===== src/rtl/timer_pkg.sv =====
// Shared types and constants for the timer peripheral.
package timer_pkg;

    typedef enum logic [1:0] {
        IDLE = 2'd0,
        RUN  = 2'd1,
        DONE = 2'd2
    } timer_state_t;

    // Bit positions of the controller's TC register control bits.
    localparam int unsigned CS    = 3;
    localparam int unsigned WR    = 2;
    localparam int unsigned START = 1;
    localparam int unsigned RD    = 0;

    localparam int unsigned RELOAD_W = 16;

endpackage


===== src/rtl/timer_prescaler.sv =====
// Divides the clock down to one tick every PRESCALE enabled cycles.
// The phase is held while en is low so a paused timer resumes mid-period.
module timer_prescaler #(
    parameter int unsigned PRESCALE = 1
) (
    input  logic clk,
    input  logic rst,
    input  logic en,
    input  logic clr,
    output logic tick
);

    localparam int unsigned   PW   = (PRESCALE > 1) ? $clog2(PRESCALE) : 1;
    localparam logic [PW-1:0] LAST = PW'(PRESCALE - 1);
    localparam logic [PW-1:0] ONE  = PW'(1);

    logic [PW-1:0] pcnt;

    assign tick = en && (pcnt == LAST);

    // Phase counter: cleared on load, advances only while running, wraps on tick.
    always_ff @(posedge clk or negedge rst) begin
        if (!rst) begin
            pcnt <= '0;
        end else if (clr) begin
            pcnt <= '0;
        end else if (en) begin
            pcnt <= tick ? '0 : pcnt + ONE;
        end
    end

endmodule


===== src/rtl/timer_unit.sv =====
// Down-counting timer peripheral: load, run/pause, sticky expiry interrupt
// and a readback snapshot of the count.
//
// state | meaning
// IDLE  | stopped or paused; count holds
// RUN   | counting down on prescaler ticks
// DONE  | one-shot expired; count is 0 until load or run falls
module timer_unit
    import timer_pkg::*;
#(
    parameter int unsigned PRESCALE    = 1,
    parameter int unsigned AUTO_RELOAD = 1
) (
    input  logic                clk,
    input  logic                rst,
    input  logic                timer_cs,
    input  logic                timer_wr,
    input  logic                timer_start,
    input  logic                timer_rd,
    input  logic [RELOAD_W-1:0] timer_datain,
    output logic [RELOAD_W-1:0] timer_value,
    output logic                timer_INT,
    output logic                timer_busy
);

    localparam logic [RELOAD_W-1:0] ONE = RELOAD_W'(1);

    timer_state_t        state;
    logic [RELOAD_W-1:0] reload;
    logic [RELOAD_W-1:0] count;
    logic                wr_q;
    logic                run_q;

    logic [3:0] tc;
    logic       wr_eff;
    logic       ld;
    logic       run;
    logic       rdv;
    logic       run_fall;
    logic       tick;
    logic       pre_en;

    assign tc       = {timer_cs, timer_wr, timer_start, timer_rd};
    assign wr_eff   = tc[CS] & tc[WR];
    assign ld       = wr_eff & ~wr_q;
    assign run      = tc[CS] & tc[START];
    assign rdv      = tc[CS] & tc[RD];
    assign run_fall = run_q & ~run;

    // The cycle in which run falls is not a counting cycle, so the phase is preserved.
    assign pre_en = (state == RUN) && run;

    timer_prescaler #(
        .PRESCALE(PRESCALE)
    ) u_prescaler (
        .clk (clk),
        .rst (rst),
        .en  (pre_en),
        .clr (ld),
        .tick(tick)
    );

    // Control FSM, count, interrupt, readback and edge registers.
    always_ff @(posedge clk or negedge rst) begin
        if (!rst) begin
            state       <= IDLE;
            reload      <= '0;
            count       <= '0;
            timer_value <= '0;
            timer_INT   <= 1'b0;
            timer_busy  <= 1'b0;
            wr_q        <= 1'b0;
            run_q       <= 1'b0;
        end else begin
            wr_q  <= wr_eff;
            run_q <= run;

            if (rdv) begin
                timer_value <= count;
            end

            if (ld) begin
                reload    <= timer_datain;
                count     <= timer_datain;
                timer_INT <= 1'b0;
                // A zero reload can never expire, so it is never allowed into RUN.
                if (run && (timer_datain != '0)) begin
                    state      <= RUN;
                    timer_busy <= 1'b1;
                end else begin
                    state      <= IDLE;
                    timer_busy <= 1'b0;
                end
            end else if (run_fall) begin
                timer_INT <= 1'b0;
                case (state)
                    RUN: begin
                        state      <= IDLE;
                        timer_busy <= 1'b0;
                    end
                    DONE: begin
                        count      <= reload;
                        state      <= IDLE;
                        timer_busy <= 1'b0;
                    end
                    default: ;
                endcase
            end else begin
                case (state)
                    IDLE: begin
                        if (run && (reload != '0)) begin
                            state      <= RUN;
                            timer_busy <= 1'b1;
                        end
                    end
                    RUN: begin
                        if (tick) begin
                            if (count > ONE) begin
                                count <= count - ONE;
                            end else begin
                                timer_INT <= 1'b1;
                                if (AUTO_RELOAD != 0) begin
                                    count <= reload;
                                end else begin
                                    count      <= '0;
                                    state      <= DONE;
                                    timer_busy <= 1'b0;
                                end
                            end
                        end
                    end
                    default: ;
                endcase
            end
        end
    end

endmodule

===== config.mk =====
export PLATFORM = sky130hd
export DESIGN_NAME = timer_unit
export DESIGN_NICKNAME = d
export VERILOG_FILES = /design/src/rtl/timer_pkg.sv /design/src/rtl/timer_prescaler.sv /design/src/rtl/timer_unit.sv
export SDC_FILE = /design/constraint.sdc
export NUM_CORES = 1
export LEC_CHECK = 0
export CAP_MARGIN = 20
export CORE_MARGIN = 3
export CORE_UTILIZATION = 30
export DETAILED_ROUTE_END_ITERATION = 12
export MAX_ROUTING_LAYER = met4
export PLACE_DENSITY = 0.45
export REMOVE_ABC_BUFFERS = 1
export SKIP_LAST_GASP = 1
export SLEW_MARGIN = 25
export SYNTH_ARGS = -nofsm -noshare
export SYNTH_HDL_FRONTEND = slang
export SYNTH_HIERARCHICAL = 1
export SYNTH_SLANG_ARGS = --single-unit
export TNS_END_PERCENT = 1

===== constraint.sdc =====
create_clock -name clk -period 3.05 [get_ports clk]
set_input_delay 0.7625 -clock clk [delete_from_list [all_inputs] [get_ports clk]]
set_output_delay 0.7625 -clock clk [all_outputs]
set_load 0.03 [all_outputs]

* Word level (Yosys, flattened, before mapping) *
Index checks and enable logic that the tools add are counted.

operators by class
  add/sub/neg operators = 2
  magnitude comparators = 1
  eq/ne operators = 5
  muxes and demuxes = 26
  bitwise gates (word level) = 8
  reductions and logical operators = 16

operators by type and width
  operator                 count
  $mux W16                 6
  $reduce_bool A16 Y1      2
  $gt A16 B1 Y1 const B    1
  $sub A16 B1 Y16 const B  1
  $mux W1                  15
  $reduce_bool A3 Y1       4
  $mux W2                  5
  $reduce_and A3 Y1        3
  $ne A3 B3 Y1 const B     2
  $and A1 B1 Y1            5
  $logic_and A1 B1 Y1      4
  $ne A3 B2 Y1 const B     1
  $not A1 Y1               3
  $eq A2 B1 Y1 const B     1
  $eq A2 B2 Y1 const B     1
  $logic_not A2 Y1         1
  $reduce_bool A2 Y1       1
  $reduce_or A2 Y1         1
  $add A1 B1 Y1 const B    1

word-level totals
  register bits after elaboration = 55
  input bits = 22
  output and inout bits = 18
  word-level logic and storage cells = 67

* Logic depth before layout (Yosys ltp) *
  depth in word-level cells = 7
  depth in mapped cells = 9
  mapped depth without buffers = 7

* By module *
Netlist, hierarchy kept.

by module, submodules not included
  module           instances  cells an instance  area each (um2)  seq. area each (um2)
  timer_unit       1          262                2618.8           1301.2
  timer_prescaler  1          3                  46.3             25.0

* Worst setup path after synthesis *
OpenSTA, ideal clock, no wires.

  path kind = in2reg
  start = input timer_start
  end = register count[11]
  library setup time = 130 ps
  arrival time = 1995 ps
  data required time = 2920 ps
  path slack = 924 ps
  stages on the path = 7
  buffers on the path = 0
  cell sequence = and3_1 > and2b_2 > nand2_1 > nor2_1 > nand2_1 > a221oi_1 > a21oi_1

between the ends
  word-level cells in the longest chain between the ends = 5
  elaborated cells between the ends (all ways) = 11
  those cells by class = eq/ne (1); mux (2); bitwise (3); reduce/logical (5)

RTL lines
  what                          line                   RTL
  start, declared               timer_unit.sv:18       input logic timer_start,
  $and A1 B1 Y1                 timer_unit.sv:46       assign run = tc[CS] & tc[START];
  $logic_and A1 B1 Y1           timer_unit.sv:51       assign pre_en = (state == RUN) && run;
  $logic_and A1 B1 Y1           timer_prescaler.sv:19  assign tick = en && (pcnt == LAST);
  via tick                      timer_unit.sv:40       logic tick;
  $reduce_bool A3 Y1 (no line)  --
  $reduce_and A3 Y1 (no line)   --
  end signal, assigned          timer_unit.sv:84       count <= timer_datain;
  end signal, assigned          timer_unit.sv:102      count <= reload;
  end signal, assigned          timer_unit.sv:119      count <= count - ONE;
  end, declared                 timer_unit.sv:30       logic [RELOAD_W-1:0] count;

The timed path passes the listed nets, and every way through them passes these cells.
A chain may end at the register's enable or synchronous reset.

* Final worst setup path *
  start = input timer_start
  end = register count[14]

between the ends
  word-level cells in the longest chain between the ends = 5
  elaborated cells between the ends (all ways) = 11
  those cells by class = eq/ne (1); mux (2); bitwise (3); reduce/logical (5)

RTL lines
  what                          line                   RTL
  $and A1 B1 Y1                 timer_unit.sv:46
  $logic_and A1 B1 Y1           timer_unit.sv:51
  via pre_en                    timer_unit.sv:41       logic pre_en;
  $logic_and A1 B1 Y1           timer_prescaler.sv:19
  via tick                      timer_unit.sv:40
  $reduce_bool A3 Y1 (no line)  --
  $reduce_and A3 Y1 (no line)   --

The timed path passes the listed nets, and every way through them passes these cells.

==> impl_metrics.toml <==
[worst_setup_path]
slowest_stage = "or3_1"
crit_required_ps = 3230
cp_slowest_stage_delay_ps = 570
endpoint_kind = "flip-flop"
critPathKind = "primary input to flip-flop"
cp_max_fo = 6
cpLargestDelayFamily = "simple AND/OR/NAND/NOR gates"
cp_data_arrival_time_ps = 2650
path_cells = "clkdlybuf4s50_1 -> and3_1 -> and2b_2 -> nand3_1 -> or3_1 -> o221ai_2 -> a221oi_1"
crit_buf_inv = 1
critical_path.startpoint_type = "primary input"

[route]
routedWlPerCell_um = 18.2
route.antenna.remaining_nets = 0
dr.pass1.iters = 4
viasPerCell = 5.30
drt_iter0_drc = 159
drt-total-wl_um = 7700
num_vias = 2240
drc_errors = 0

[cells_and_area]
nNetsFinal = 341
fin_cells = 423
drive_above_1_share = 0.145
diodes = 0
area_growth_pct = 25.4

[synthesis]
synth_seq_area_share = 0.498
syn_area_mm2 = 0.00267
synth_top_family_by_area = "simple AND/OR/NAND/NOR gates"
syn_avg_cell_area_um2 = 10.1
synth_cells = 265
synth_mux_area_frac = 0.0742
synth_area_leaders = "dfrtp_1 (50%), nand2_1 (7.7%), mux2_2 (5.9%), nor4_1 (2.1%), o21ai_0 (2.1%)"
synth-compound-area-share = 0.162
synth_fa_ha_area_frac = 0.00939
ys_ff_latch = 53
synthSimpleGateAreaFrac = 0.217
synthXorXnorAreaFrac = 0.0197
synth_edf_count = 0
async_flop_share = 1.00
synth_area_leader_cell = "dfrtp_1"
synth_cell_types = 53
synth_ff_type = "dfrtp_1"
yosysWarnings = 6
yosys.area.top_type_share = 0.498

[global_routing]
use_met2 = 0.237
antenna_found_initial = 0
grt_pass1_vias = 2259
grt_pass1_wl_um = 12500
overflow = 0
grt-busiest-layer = "met1"
grt_start_max_net_pins = 28
gr-usage-met3 = 0.0250
gr-usage-all-layers = 0.163
use_met1 = 0.238

[sta]
period_minus_slack_ps = 2470
finalSetupViolations = 0
fin_tns_setup_ps = 0
hold_viol = 0
slew_headroom = 0.539
max_freq_ghz = 0.404
tightest_slew_ps = 691
report.final.slew_viol_count = 0
rsz0062_at_grt = "false"
fin_crit_sh = 0.811
skew_ps = 7.22

[placed_design]
dp_cells = 415
place_hpwl_um = 5620
portBuffers = 39
routabilityCongestion = 0.825

[cts]
postCtsHoldBufs = 0
cts_setup_buffers = 0
tritoncts = "done"
cts_resized = 0
cts_buffer_depth = 2
clockRootBuffer = "clkbuf_8"
clkLatencyLatePin_ps = 310
clkSinkCount = 53
numCtsBuffers = 5
h-tree-depth = 2
clkTransAtPathRegs_ps = 100

[power]
p_leak_nw = 1.44
power_density_mw_per_mm2 = 606
irDropWorstVdd_uv = 209
fin_total_pwr_mw = 2.02

[floorplanning]
die_area_mm2 = 0.0101
die_width_um = 100
die_h_um = 100
initial_utilization = 0.316
boundaryPins = 40
rows = 33
core_mm2 = 0.00842

[min_path]
hold_class = "primary input to async pin"

[run_status]
run_status = "completed"

[job]
cap_violations = 0
[sequential cells by signal, summed over array words and instances, names as in the netlist]
register,flops
timer_value,16
timer_busy,1
u_prescaler/pcnt,1
wr_q,1
run_q,1
reload,16
timer_INT,1
count,16
[Yosys cell counts (2+ instances only)]
| library cell | instances |
|---|---|
| o31ai_1 | 5 |
| or3_1 | 2 |
| clkbuf_1 | 6 |
| a22oi_1 | 6 |
| a22o_1 | 3 |
| xnor2_1 | 5 |
| o21ai_1 | 6 |
| mux2_2 | 14 |
| mux2i_1 | 4 |
| o21ai_0 | 11 |
| nor4_1 | 9 |
| nor2_1 | 12 |
| a221oi_1 | 2 |
| and3_1 | 2 |
| ha_1 | 2 |
| a21oi_1 | 7 |
| and2_1 | 3 |
| nor4_4 | 2 |
| a31oi_1 | 5 |
| dfrtp_1 | 53 |
| nand3_1 | 4 |
| inv_1 | 3 |
| a2111oi_0 | 2 |
| nand4_1 | 5 |
| nor3_1 | 8 |
| nand3b_1 | 3 |
| nand2_1 | 55 |
[routing by layer]
layer | vias to the layer above | wire length [µm]
li1 | 1076 | -
met1 | 1106 | 3890
met2 | 49 | 3380
met3 | 9 | 297
met4 | 0 | 123
met5 | - | 0
[worst paths after layout]
kind                           startpoint        endpoint  slack, ps  cells past startpoint
setup / recovery              timer_start       count[14]        580                      7
min in group clk           timer_value[0]  timer_value[0]        490                      2
max in group asynchronous             rst        count[1]       1970                      2
hold reg to reg            timer_value[0]  timer_value[0]        490                      2
setup reg to reg                 count[0]       count[14]        760                      8
hold / removal                        rst  timer_value[8]        480                      1
[area by class of cell]
cell class	instances	area, µm²
Inverter	4	15.0
Sequential cell	53	1330
Tap cell	105	131
Multi-Input combinational cell	200	1280
Timing Repair Buffer	53	503
Fill cell	890	5080
Clock buffer	8	80.1
[per-stage QoR]
step / setup WS, ps / hold slack, ps / utilization / instance area [µm²]
finish: 576 / 479 / 0.397 / 3340
global placement: 279 / 464 / 0.387 / 3260
floorplan: 15.4 / 453 / - / 2630
global route: 486 / 526 / 0.397 / 3340
detailed placement: 245 / 474 / 0.387 / 3260
CTS: 574 / 497 / 0.397 / 3340
[kinds of logic after synthesis]
family / Yosys count
simple gates: 112
compound gates: 62
flops: 53
mux: 18
buf+inv: 12
xor+xnor: 6
fa+ha+maj: 2
[cell usage in the layout, fill, tap and decap left out, types with 5 or more instances in the layout]
| cell type | synthesis | routed |
|---|---|---|
| xnor2_1 | 5 | 5 |
| nor2_1 | 12 | 12 |
| a22oi_1 | 6 | 6 |
| mux2_2 | 14 | 14 |
| clkbuf_8 | 0 | 5 |
| a21oi_1 | 7 | 7 |
| o31ai_1 | 5 | 5 |
| dfrtp_1 | 53 | 53 |
| nand4_1 | 5 | 5 |
| buf_4 | 0 | 13 |
| o21ai_0 | 11 | 11 |
| a31oi_1 | 5 | 5 |
| clkdlybuf4s50_1 | 0 | 38 |
| o21ai_1 | 6 | 6 |
| nor3_1 | 8 | 8 |
| nand2_1 | 55 | 55 |
| nor4_1 | 9 | 9 |
[power by group]
group,switching (mW),leakage [nW],total [mW],internal [mW]
clock network,0.240,0.0395,0.405,0.164
logic,0.360,0.727,0.658,0.298
registers,0.133,0.673,0.960,0.827
(Power assumes the default switching activity.)
